[src/rtl/alu_muldiv.sv]
`default_nettype none
// ============================================================================
// Module   : alu_muldiv
// Purpose  : Iterative RV32M-style multiply/divide unit for a WIDTH-bit
//            datapath. Multiplies by shift-add and divides by restoring
//            subtraction, one iteration per cycle. Both work on operand
//            magnitudes, and the sign is fixed up in a final cycle.
// Ports    : clk, rst        - clock (rising edge), synchronous active-high reset
//            flush           - abandon any in-flight or completed operation
//            in_valid/ready  - request handshake (ready only while idle)
//            func_3          - 000 MUL 001 MULH 010 MULHSU 011 MULHU
//                              100 DIV 101 DIVU 110 REM  111 REMU
//            op_1, op_2      - rs1 (multiplicand/dividend), rs2 (multiplier/divisor)
//            out_valid/ready - result handshake
//            result          - operation result
//            div_zero        - divide-class op with op_2 == 0 (valid with out_valid)
//            busy            - unit not idle
// Options  : `define MULDIV_EARLY_OUT_EN resolves divide-by-zero, signed
//            overflow and multiply-by-zero at the accept edge (1-cycle latency).
// Revision : 1.0 - initial release
// ============================================================================
module alu_muldiv #(
    parameter int WIDTH = 32,
    parameter int CNT_W = $clog2(WIDTH + 1)
) (
    input  logic             clk,
    input  logic             rst,
    input  logic             flush,
    input  logic             in_valid,
    output logic             in_ready,
    input  logic [2:0]       func_3,
    input  logic [WIDTH-1:0] op_1,
    input  logic [WIDTH-1:0] op_2,
    output logic             out_valid,
    input  logic             out_ready,
    output logic [WIDTH-1:0] result,
    output logic             div_zero,
    output logic             busy
);

    typedef enum logic [1:0] {
        S_IDLE = 2'd0,
        S_CALC = 2'd1,
        S_FIX  = 2'd2,
        S_DONE = 2'd3
    } state_t;

    localparam logic [CNT_W-1:0] c_cnt_init = CNT_W'(WIDTH);
    localparam logic [CNT_W-1:0] c_cnt_one  = CNT_W'(1);

    state_t r_state;
    state_t w_next;

    logic [2:0]         r_func;
    logic               r_s1;
    logic               r_s2;
    logic [WIDTH-1:0]   r_a;       // |op_1|; for divide it shifts out dividend bits and collects quotient bits
    logic [WIDTH-1:0]   r_b;       // |op_2|
    logic [WIDTH-1:0]   r_op1;     // raw op_1, returned by REM/REMU on divide-by-zero
    logic [2*WIDTH-1:0] r_acc;     // product accumulator; low half starts as the multiplier
    logic [WIDTH:0]     r_rem;     // partial remainder
    logic [CNT_W-1:0]   r_cnt;
    logic [WIDTH-1:0]   r_result;
    logic               r_div_zero;

    // ---------------- accept-edge operand decode ----------------
    logic             w_accept;
    logic             w_s1_in;
    logic             w_s2_in;
    logic [WIDTH-1:0] w_mag1;
    logic [WIDTH-1:0] w_mag2;

    assign w_accept = in_valid && (r_state == S_IDLE) && !flush;
    assign w_s1_in  = op_1[WIDTH-1] && (func_3 == 3'b001 || func_3 == 3'b010 ||
                                        func_3 == 3'b100 || func_3 == 3'b110);
    assign w_s2_in  = op_2[WIDTH-1] && (func_3 == 3'b001 || func_3 == 3'b100 ||
                                        func_3 == 3'b110);
    // Negating MIN yields the same bit pattern, which read unsigned is 2^(WIDTH-1).
    assign w_mag1   = w_s1_in ? -op_1 : op_1;
    assign w_mag2   = w_s2_in ? -op_2 : op_2;

    // ---------------- early-out special cases ----------------
    logic             w_early;
    logic [WIDTH-1:0] w_early_result;
    logic             w_early_dz;

`ifdef MULDIV_EARLY_OUT_EN
    localparam logic [WIDTH-1:0] c_min = {1'b1, {(WIDTH-1){1'b0}}};
    logic w_op2_zero;
    logic w_ovf;
    assign w_op2_zero     = (op_2 == '0);
    assign w_ovf          = func_3[2] && !func_3[0] && (op_1 == c_min) && (op_2 == '1);
    assign w_early        = func_3[2] ? (w_op2_zero || w_ovf) : ((op_1 == '0) || w_op2_zero);
    assign w_early_result = !func_3[2] ? '0 :
                            w_op2_zero ? (func_3[1] ? op_1 : '1) :
                                         (func_3[1] ? '0 : c_min);
    assign w_early_dz     = func_3[2] && w_op2_zero;
`else
    assign w_early        = 1'b0;
    assign w_early_result = '0;
    assign w_early_dz     = 1'b0;
`endif

    // ---------------- iteration datapath ----------------
    logic [WIDTH:0]   w_mul_sum;
    logic [WIDTH+1:0] w_div_shift;
    logic [WIDTH+1:0] w_div_diff;
    logic             w_qbit;

    assign w_mul_sum   = {1'b0, r_acc[2*WIDTH-1:WIDTH]} + (r_acc[0] ? {1'b0, r_a} : '0);
    assign w_div_shift = {r_rem, r_a[WIDTH-1]};
    assign w_div_diff  = w_div_shift - {2'b00, r_b};
    assign w_qbit      = ~w_div_diff[WIDTH+1];   // no borrow: divisor fits

    // ---------------- sign fix-up and output select ----------------
    logic               w_b_zero;
    logic [2*WIDTH-1:0] w_prod;
    logic [WIDTH-1:0]   w_quot;
    logic [WIDTH-1:0]   w_remd;
    logic [WIDTH-1:0]   w_fix_result;
    logic               w_fix_dz;

    assign w_b_zero     = (r_b == '0);
    assign w_prod       = (r_s1 ^ r_s2) ? -r_acc : r_acc;
    assign w_quot       = w_b_zero ? '1 : ((r_s1 ^ r_s2) ? -r_a : r_a);
    assign w_remd       = w_b_zero ? r_op1 : (r_s1 ? -r_rem[WIDTH-1:0] : r_rem[WIDTH-1:0]);
    assign w_fix_result = r_func[2] ? (r_func[1] ? w_remd : w_quot)
                                    : ((r_func[1:0] == 2'b00) ? w_prod[WIDTH-1:0]
                                                              : w_prod[2*WIDTH-1:WIDTH]);
    assign w_fix_dz     = r_func[2] && w_b_zero;

    // ---------------- FSM ----------------
    always_ff @(posedge clk) begin
        if (rst) r_state <= S_IDLE;
        else     r_state <= w_next;
    end

    always_comb begin
        w_next = r_state;
        case (r_state)
            S_IDLE: if (w_accept)            w_next = w_early ? S_DONE : S_CALC;
            S_CALC: if (r_cnt == c_cnt_one)  w_next = S_FIX;
            S_FIX:                           w_next = S_DONE;
            S_DONE: if (out_ready)           w_next = S_IDLE;
            default:                         w_next = S_IDLE;
        endcase
        if (flush) w_next = S_IDLE;
    end

    always_ff @(posedge clk) begin
        if (rst) begin
            r_func     <= '0;
            r_s1       <= 1'b0;
            r_s2       <= 1'b0;
            r_a        <= '0;
            r_b        <= '0;
            r_op1      <= '0;
            r_acc      <= '0;
            r_rem      <= '0;
            r_cnt      <= '0;
            r_result   <= '0;
            r_div_zero <= 1'b0;
        end else if (flush) begin
            r_div_zero <= 1'b0;   // result deliberately keeps its last value
        end else begin
            case (r_state)
                S_IDLE: if (w_accept) begin
                    r_func <= func_3;
                    r_s1   <= w_s1_in;
                    r_s2   <= w_s2_in;
                    r_a    <= w_mag1;
                    r_b    <= w_mag2;
                    r_op1  <= op_1;
                    r_acc  <= {{WIDTH{1'b0}}, w_mag2};
                    r_rem  <= '0;
                    r_cnt  <= c_cnt_init;
                    if (w_early) begin
                        r_result   <= w_early_result;
                        r_div_zero <= w_early_dz;
                    end
                end
                S_CALC: begin
                    r_cnt <= r_cnt - c_cnt_one;
                    if (r_func[2]) begin
                        r_rem <= w_qbit ? w_div_diff[WIDTH:0] : w_div_shift[WIDTH:0];
                        r_a   <= {r_a[WIDTH-2:0], w_qbit};
                    end else begin
                        r_acc <= {w_mul_sum, r_acc[WIDTH-1:1]};
                    end
                end
                S_FIX: begin
                    r_result   <= w_fix_result;
                    r_div_zero <= w_fix_dz;
                end
                default: ;
            endcase
        end
    end

    assign in_ready  = (r_state == S_IDLE);
    assign busy      = !in_ready;
    assign out_valid = (r_state == S_DONE);
    assign result    = r_result;
    assign div_zero  = r_div_zero;

endmodule
`default_nettype wire
[config.mk]
export PLATFORM = sky130hd
export DESIGN_NAME = alu_muldiv
export DESIGN_NICKNAME = d
export VERILOG_FILES = /design/src/rtl/alu_muldiv.sv
export SDC_FILE = /design/constraint.sdc
export NUM_CORES = 1
export LEC_CHECK = 0
export ABC_AREA = 1
export ABC_CLOCK_PERIOD_IN_PS = 2470
export CORE_ASPECT_RATIO = 0.8
export CORE_MARGIN = 3
export CORE_UTILIZATION = 30
export CTS_CLUSTER_SIZE = 8
export DETAILED_ROUTE_END_ITERATION = 10
export PLACE_DENSITY = 0.48
export SYNTH_ARGS = -nofsm -noshare
export SYNTH_HDL_FRONTEND = slang
export SYNTH_SLANG_ARGS = --single-unit
[constraint.sdc]
create_clock -name clk -period 2.47 [get_ports clk]
set_clock_uncertainty 0.05 [all_clocks]
set_input_delay 0.247 -clock clk [delete_from_list [all_inputs] [get_ports clk]]
set_output_delay 0.247 -clock clk [all_outputs]
set_load 0.01 [all_outputs]
==> summary.md, run 1 <==
| Metric | Value |
|---|---|
| Status | `finished clean` |
| Mux contribution to synthesized area | `0%` |
| Slowest CP cell | `dfxtp_1` |
| Post-Synth XOR/XNOR Area | `about 3.5%` |
| Final Cycle Share | `a little over nine tenths` |
| Yosys warns | `0` |
| DRC | `0` |
| Clk pin slew, worst setup/hold paths | `roughly 0.06 ns` |
| Cells after DPL | `roughly 5,100` |
| Num CTS Buffers | `37` |
| Flops & latches, synth | `roughly 240` |
| Fraction of layout cells with a size suffix above 1 | `a little under 20%` |
| Bufs on Longest Clock Path | `3` |
| Worst hold endpoint | `r_op1[12]` |
| Routed wire per std cell | `20.0 µm` |
| Worst Path Max Fanout | `7` |
| Routed vias/inst | `5.14` |
| Final Hold Fails | `0` |
| CTS tree | `built` |
| Hold crit path type | `in2reg` |
| DR iter-0 viols | `around 2,900` |
| Cell Chain, Critical Path | `inv_2 -> ha_4 -> nand2_2 -> inv_1 -> nand2_1 -> nand2_1 -> a21oi_2 -> nand3_2 -> nand2_4 -> nand2_8 -> nand2_8 -> nand2_8 -> buf_4 -> nand2_1 -> nand3_1 -> a21oi_1` |
| Pin count of the biggest net entering global routing | `between 80 and 90` |
| Synth Area in Simple Gates | `39.0%` |
| DIE AREA | `between 70,000 and 80,000 µm²` |
| Global-route wire length before repair | `between 150 and 200 mm` |
| Most area-consuming cells after synthesis | `dfxtp_1 (22%), nand2_1 (18%), a21oi_1 (9.5%), nor2_1 (8.5%), inv_1 (7.4%)` |
| Initial antenna violation count | `3` |
| CP max stage delay | `about 0.30 ns` |
| WL final | `~100 mm` |
| Yosys cell types | `52` |
| Post-route ant nets | `0` |
| Hold Path Stages | `3` |
| Critical Path RT | `approximately 2.9 ns` |
| Crit. End Element | `flip-flop` |
| Worst R2R Setup Slack | `0.04 ns` |
| Critical R2R Capture | `r_rem[31]` |
| Maximum clock frequency | `412 MHz` |
| Async SR Flop Fraction | `0%` |
| H-tree lvl count | `2` |
| Post-layout min period | `2.43 ns` |
| Compound-gate portion of the synthesized area | `roughly a fifth` |
| Yosys top cell area share | `between 20 and 25%` |
| Initial core utilization | `between 30 and 40%` |
| HP Start | `op_1[12]` |
| Worst r2r path cells | `16` |
| # rows | `86` |
| TNS Setup | `0 ns` |
| Grt total ovfl | `0` |
| Clock insertion delay at the later pin of the skew report | `0.57 ns` |
| Yosys top cell by area | `dfxtp_1` |
| Pwr dens | `about 520 nW/µm²` |
| Total track usage | `a little over a quarter` |
| # diodes | `0` |
| Number of synthesized flops with an enable pin | `0` |
| Reg2Reg Launch Point | `r_b[12]` |
| Clock tree root buffer cell | `clkbuf_16` |
| WS Path Type | `reg2reg` |
| Final worst slack | `~0.044 ns` |
| Mean Syn Cell Area | `~5.7 µm²` |
| Commonest non-fill, non-tap cells in the layout | `nand2_1 (989), nor2_1 (463), buf_4 (461), inv_1 (401), a21oi_1 (375)` |
| Worst vdd ir | `355 µV` |
| Top Ports | `108` |
| Drt pass-1 iters | `9` |
| # clock sinks | `239` |
| Die X | `around 300 µm` |
| Hpwl dp | `around 83 mm` |
| FILL cells | `around 7,600` |
| Core ar. | `about 70,000 µm²` |
| Post-Synthesis Cell Area | `between 20,000 and 25,000 µm²` |
| Number of buffers added on ports | `107` |
| Post-Syn Instances | `around 3,800` |
| Most common cell after layout, fill and taps aside | `nand2_1` |
| Non-Filler Instances | `approximately 5,200` |
| Via Count | `26,700` |
| Pleak | `14.1 nW` |
| Multi-input logic area | `15,400 µm²` |
| Vias in the first global route | `about 24,000` |
| Predominant post-synthesis flop cell | `dfxtp_1` |
| Data arrival, critical path | `around 2.8 ns` |
| Storage cell area | `4800 µm²` |
| Number of max-cap violations | `0` |
| RSZ-0062 raised after global routing | `true` |
| Crit path launch type | `flip-flop` |
| Slew margin rel. | `around 45%` |
| Area grow syn2layout | `36.7%` |
| Main combinational cell family by area after synthesis | `simple AND/OR/NAND/NOR gates` |
| Layout Utilization | `42.0%` |
| Least-Margin Pin Slew | `roughly 0.8 ns` |
| Placer Congestion | `around 1` |
| Syn Nets | `around 3,900` |
| Nets | `4,408` |
| Slew Limit Fails | `0` |
| Setup Slack @ Placement | `-0.200 ns` |
| DIE HEIGHT | `roughly 240 µm` |
| Final setup fails | `0` |
| Post-Synth Adder-Cell Area | `between 4 and 5%` |
| Seq/Total Area, Yosys | `approximately 22%` |
what timing repair did:
| item | CTS | global route |
|---|---|---|
| hold endpoints to repair | 8 | 0 |
| cloned | 1 | 3 |
| setup endpoints to repair | 34 | 90 |
| hold buffers | 1 | 0 |
| pin swaps | 2 | 53 |
| resized for setup | 16 | 252 |
| buffers inserted | 2 | 18 |
Yosys cell counts (3+ instances only):
cell and number:
a21o_1 5, a21oi_1 408, a21oi_2 4, a221oi_1 9, a31oi_1 12, and2_1 3
buf_1 8, buf_2 45, buf_4 8, buf_6 7, clkbuf_1 81, clkinv_1 3
dfxtp_1 239, ha_1 75, inv_1 424, inv_2 12, nand2_1 1027, nand2_2 15
nand2_4 3, nand3_1 298, nand3_2 6, nand3b_1 19, nand4_1 52, nor2_1 486
nor2_2 18, nor2_4 7, nor3_1 38, nor3_2 3, o211ai_1 15, o21a_1 3
o21ai_0 264, o21ai_1 28, o21ai_2 3, o21bai_1 11, o221ai_1 4, o22ai_1 3
o31ai_1 7, or2_2 10, xnor2_1 23, xor2_1 62
layer usage:
metal  vias to the layer above  GRT usage (%)  wire length (µm)
met4                         2           4.47              1500
li1                      13200              -                 -
met5                         -              0                13
met3                        89           7.17             11300
met1                     12300           40.6             50500
met2                      1046           36.8             40700
final cells by class:
| cell class | instances | share of cell area, % |
|---|---|---|
| sequential | 239 | 16.4 |
| multi-input combinational | 2942 | 52.6 |
| inverter | 439 | 5.70 |
| tap | 924 | 3.95 |
| clock buffer | 47 | 3.47 |
| clock inverter | 3 | 0.235 |
| timing repair buffer | 600 | 17.6 |
worst max-delay path: cells and delay by family, from the launching register on:
| family | cells | cell delay [ns] |
|---|---|---|
| DFF | 1 | 0.30 |
| AOI/OAI and AO/OA | 2 | 0.35 |
| adders and majority gates | 1 | 0.24 |
| and+or+nand+nor | 10 | 1.04 |
| buffers and inverters | 3 | 0.35 |
power breakdown:
part	switching (mW)	total [mW]	internal, mW
clock network	2.00	5.06	3.05
registers	0.245	4.35	4.10
logic	3.57	5.69	2.12
total	5.82	15.1	9.28
sequential cells by signal (all words and copies together) (netlist names):
signal	flops
r_s2	1
r_a	32
r_s1	1
r_cnt	6
r_acc	64
result	32
r_op1	32
r_b	32
div_zero	1
r_state	2
r_func	3
r_rem	33
how the worst max path moves through the flow:
stage,startpoint,to,slack (ns),depth (start not counted)
finish,r_b[12],r_rem[31],0.04,16
global route,r_acc[0],r_acc[61],-0.05,17
CTS,r_acc[0],r_acc[47],-0.004,11
detailed placement,op_2[0],r_acc[24],-0.20,12
global placement,op_2[0],r_acc[24],-0.15,12
floorplan,r_acc[0],r_acc[61],0.03,19
cells by family (layout without fill, tap and decap cells):
logic type | count (synthesis) | after routing
adder cells (fa/ha/maj) | 77 | 77
flip-flops | 239 | 239
buffers and inverters | 588 | 1089
AND/OR/NAND/NOR | 1991 | 1993
AO/OA/AOI/OAI | 787 | 787
XOR/XNOR | 85 | 85
per-stage QoR:
| stage | cell area (µm²) | hold WS [ns] | total power [mW] |
|---|---|---|---|
| 2_1_floorplan | 21400 | 0.332 | 7.29 |
| 3_5_place_dp | 26800 | 0.407 | 9.69 |
| 4_1_cts | 28000 | 0.239 | 14.8 |
| 5_1_grt | 29300 | 0.277 | 15.8 |
| 6_report | 29300 | 0.268 | 15.1 |
| 3_3_place_gp | 26800 | 0.405 | 9.71 |
(Power assumes the default switching activity.)
==> run 2: changes to the inputs <==
--- a/config.mk
+++ b/config.mk
@@ -13,6 +13,7 @@
 export CTS_CLUSTER_SIZE = 8
 export DETAILED_ROUTE_END_ITERATION = 10
 export PLACE_DENSITY = 0.48
+export SKIP_CTS_REPAIR_TIMING = 1
 export SYNTH_ARGS = -nofsm -noshare
 export SYNTH_HDL_FRONTEND = slang
 export SYNTH_SLANG_ARGS = --single-unit
==> run 2 against run 1 <==
  * Sequential power hardly changed
  * Fmax is 5.6% lower
  * Non-clock buffer count is 3 lower
  * Sequential share of layout area is 0.27 points higher
  * The flow now finishes with violations (negative setup slack)
  * First-iteration DRC count is 4.1% higher
  * Highest routed layer unchanged
  * Combinational power is 2% lower
  * Critical endpoint is now r_rem[1]
  * Flip-flop and latch count stayed put
  * Hold slack worse by 0.0010 ns
  * Critical path depth is 1 higher
  * Critical path type unchanged
==> summary.md, run 2 (synthesis results as in run 1) <==
| Metric | Value |
|---|---|
| Status | `finished, violations left` |
| Failing checks | `negative setup slack` |
| RSZ-0062 raised after global routing | `true` |
| Nets | `4,403 (-0.11%)` |
| Die X | `305 µm (unchanged)` |
| Bufs on Longest Clock Path | `3 (unchanged)` |
| Biggest register | `r_acc` |
| Crit. End Element | `flip-flop` |
| Net switching power | `5.77 mW (-0.83%)` |
| Fraction of layout cells with a size suffix above 1 | `17.9% (-1.4 points)` |
| Slew margin rel. | `45.6% (+0.52 points)` |
| WL final | `104 mm (-0.21%)` |
| Max reg flops | `64 (unchanged)` |
| DIE AREA | `74,600 µm² (unchanged)` |
| Setup Slack @ Placement | `-0.200 ns (unchanged)` |
| Most frequent CP cell | `nand2_4` |
| Routed vias/inst | `5.13 (-0.18%)` |
| Num CTS Buffers | `37 (unchanged)` |
| # rows | `86 (unchanged)` |
| Pwr dens | `521 nW/µm² (+0.88%)` |
| Hold crit path type | `in2reg` |
| TNS Setup | `-1.56 ns (-1.56 ns)` |
| Clock Power Share | `33.8% (+0.3 points)` |
| Final Hold Fails | `0 (unchanged)` |
| Worst Path Max Fanout | `8 (+1)` |
| Storage cell area | `4800 µm² (about the same)` |
| Placer Congestion | `1.00 (unchanged)` |
| Slowest CP cell | `ha_4` |
| Crit path launch type | `flip-flop` |
| Area grow syn2layout | `34.4%` |
| Critical Path RT | `2.85 ns (-0.04 ns)` |
| Commonest non-fill, non-tap cells in the layout | `nand2_1 (1,000), nor2_1 (470), buf_4 (459), inv_1 (409), a21oi_1 (374)` |
| DIE HEIGHT | `245 µm (unchanged)` |
| Clock insertion delay at the later pin of the skew report | `0.57 ns (about the same)` |
| DRC | `0 (unchanged)` |
| Worst R2R Setup Slack | `-0.1 ns (-0.14 ns)` |
| Final setup fails | `33 (+33)` |
| Number of max-cap violations | `0 (unchanged)` |
| Part of the power in registers | `29.0% (+0.2 points)` |
| Setup crit start | `r_b[14]` |
| Internal power | `9.21 mW (-0.73%)` |
| Global-route wire length before repair | `152 mm (-0.19%)` |
| Most common cell after layout, fill and taps aside | `nand2_1` |
| Combinational Power Share | `37.2% (-0.5 points)` |
| Reg2Reg Launch Point | `r_b[14]` |
| Initial antenna violation count | `3 (unchanged)` |
| DR iter-0 viols | `2,969 (+4.1%)` |
| Top Ports | `108 (unchanged)` |
| Data arrival, critical path | `2.94 ns (+0.10 ns)` |
| Critical path's top delay family | `simple AND/OR/NAND/NOR gates` |
| # clock sinks | `239 (unchanged)` |
| Regs by FF count | `r_acc: 64 flops, r_rem: 33 flops` |
| Maximum clock frequency | `389 MHz (-5.6%)` |
| Routed wire per std cell | `20.0 µm (-0.11%)` |
| WS Path Type | `reg2reg` |
| Cell Chain, Critical Path | `clkinvlp_4 -> ha_4 -> nand2_4 -> nor2_4 -> nand2_1 -> inv_2 -> nand4_1 -> nand3_4 -> nand2_4 -> nand2_4 -> nand2_4 -> nand2_8 -> buf_8 -> buf_6 -> nand2_2 -> nand3_2 -> a21oi_2` |
| Worst vdd ir | `352 µV (-0.72%)` |
| FILL cells | `7,676 (+0.64%)` |
| Final worst slack | `-0.0988 ns (-0.143 ns)` |
| Hpwl dp | `83.5 mm (unchanged)` |
| # diodes | `0 (unchanged)` |
| Via Count | `26,600 (-0.27%)` |
| Clk pin slew, worst setup/hold paths | `0.06 ns (about the same)` |
| Vias in the first global route | `24,200 (-0.17%)` |
| Initial core utilization | `30.7% (unchanged)` |
| CTS tree | `built` |
| HP Start | `op_1[12]` |
| Worst Path Buf+Inv | `4 (+1)` |
| Clock tree root buffer cell | `clkbuf_16` |
| Final Cycle Share | `104% (+5.8 points)` |
| Number of buffers added on ports | `107 (unchanged)` |
| Post-layout min period | `2.57 ns (+0.143 ns)` |
| Slew Limit Fails | `0 (unchanged)` |
| Grt total ovfl | `0 (unchanged)` |
| H-tree lvl count | `2 (unchanged)` |
| Pleak | `14.1 nW (-0.31%)` |
| Drt pass-1 iters | `5 (-4)` |
| Total track usage | `26.5% (-0.043 points)` |
| Pin count of the biggest net entering global routing | `89 (unchanged)` |
| Post-route ant nets | `0 (unchanged)` |
| Multi-input logic area | `15,000 µm² (-2.7%)` |
| Sw Share | `38.5% (about the same)` |
| Least-Margin Pin Slew | `0.815 ns (-0.00774 ns)` |
| CP max stage delay | `0.40 ns (+0.10 ns)` |
| Core ar. | `69,700 µm² (unchanged)` |
-- run 2: path summary, 6_finish.rpt --
kind	to	depth (start not counted)
worst max register to register	r_rem[1]	17
worst min register to register	result[30]	2
worst max-delay path	r_rem[1]	17
worst min-delay path	r_op1[12]	3
-- run 2: stage by stage --
stage | power, mW | cells | area [µm²] | util (%) | hold slack [ns]
2_1_floorplan | 7.29 | 3767 | 21400 | - | 0.332
3_3_place_gp | 9.71 | 5119 | 26800 | 38.5 | 0.405
3_5_place_dp | 9.69 | 5119 | 26800 | 38.5 | 0.407
4_1_cts | 14.8 | 5169 | 27900 | 40.0 | -0.0920
5_1_grt | 15.7 | 5189 | 28800 | 41.3 | 0.277
6_report | 15.0 | 5189 | 28800 | 41.3 | 0.267
-- run 2: layout make-up --
cell class / instances / share of cell area (%)
sequential: 239 / 16.7
multi-input combinational: 2940 / 52.0
clock inverter: 3 / 0.239
timing repair buffer: 597 / 17.7
tap: 924 / 4.02
inverter: 439 / 5.76
clock buffer: 47 / 3.53
-- run 2: worst min-delay path, stage by stage --
cell and delay (ns):
clkdlybuf4s50_1 0.44, inv_1 0.08, a21oi_1 0.06
-- run 2: power groups by stage --
stage | Sequential, mW | Combinational (mW) | Clock [mW]
2_1_floorplan | 4.33 | 2.96 | 0
3_3_place_gp | 4.41 | 5.31 | 0
3_5_place_dp | 4.40 | 5.29 | 0
4_1_cts | 4.32 | 5.31 | 5.14
5_1_grt | 4.37 | 6.06 | 5.28
6_report | 4.35 | 5.58 | 5.06
-- run 2: layer usage --
layer  track usage [%]  up-vias  routed length [µm]
met5                 0        -                  13
met1              40.6    12300               51200
met4              4.47        2                1540
met2              36.7     1027               40400
li1                  -    13200                   -
met3              7.13       91               10500
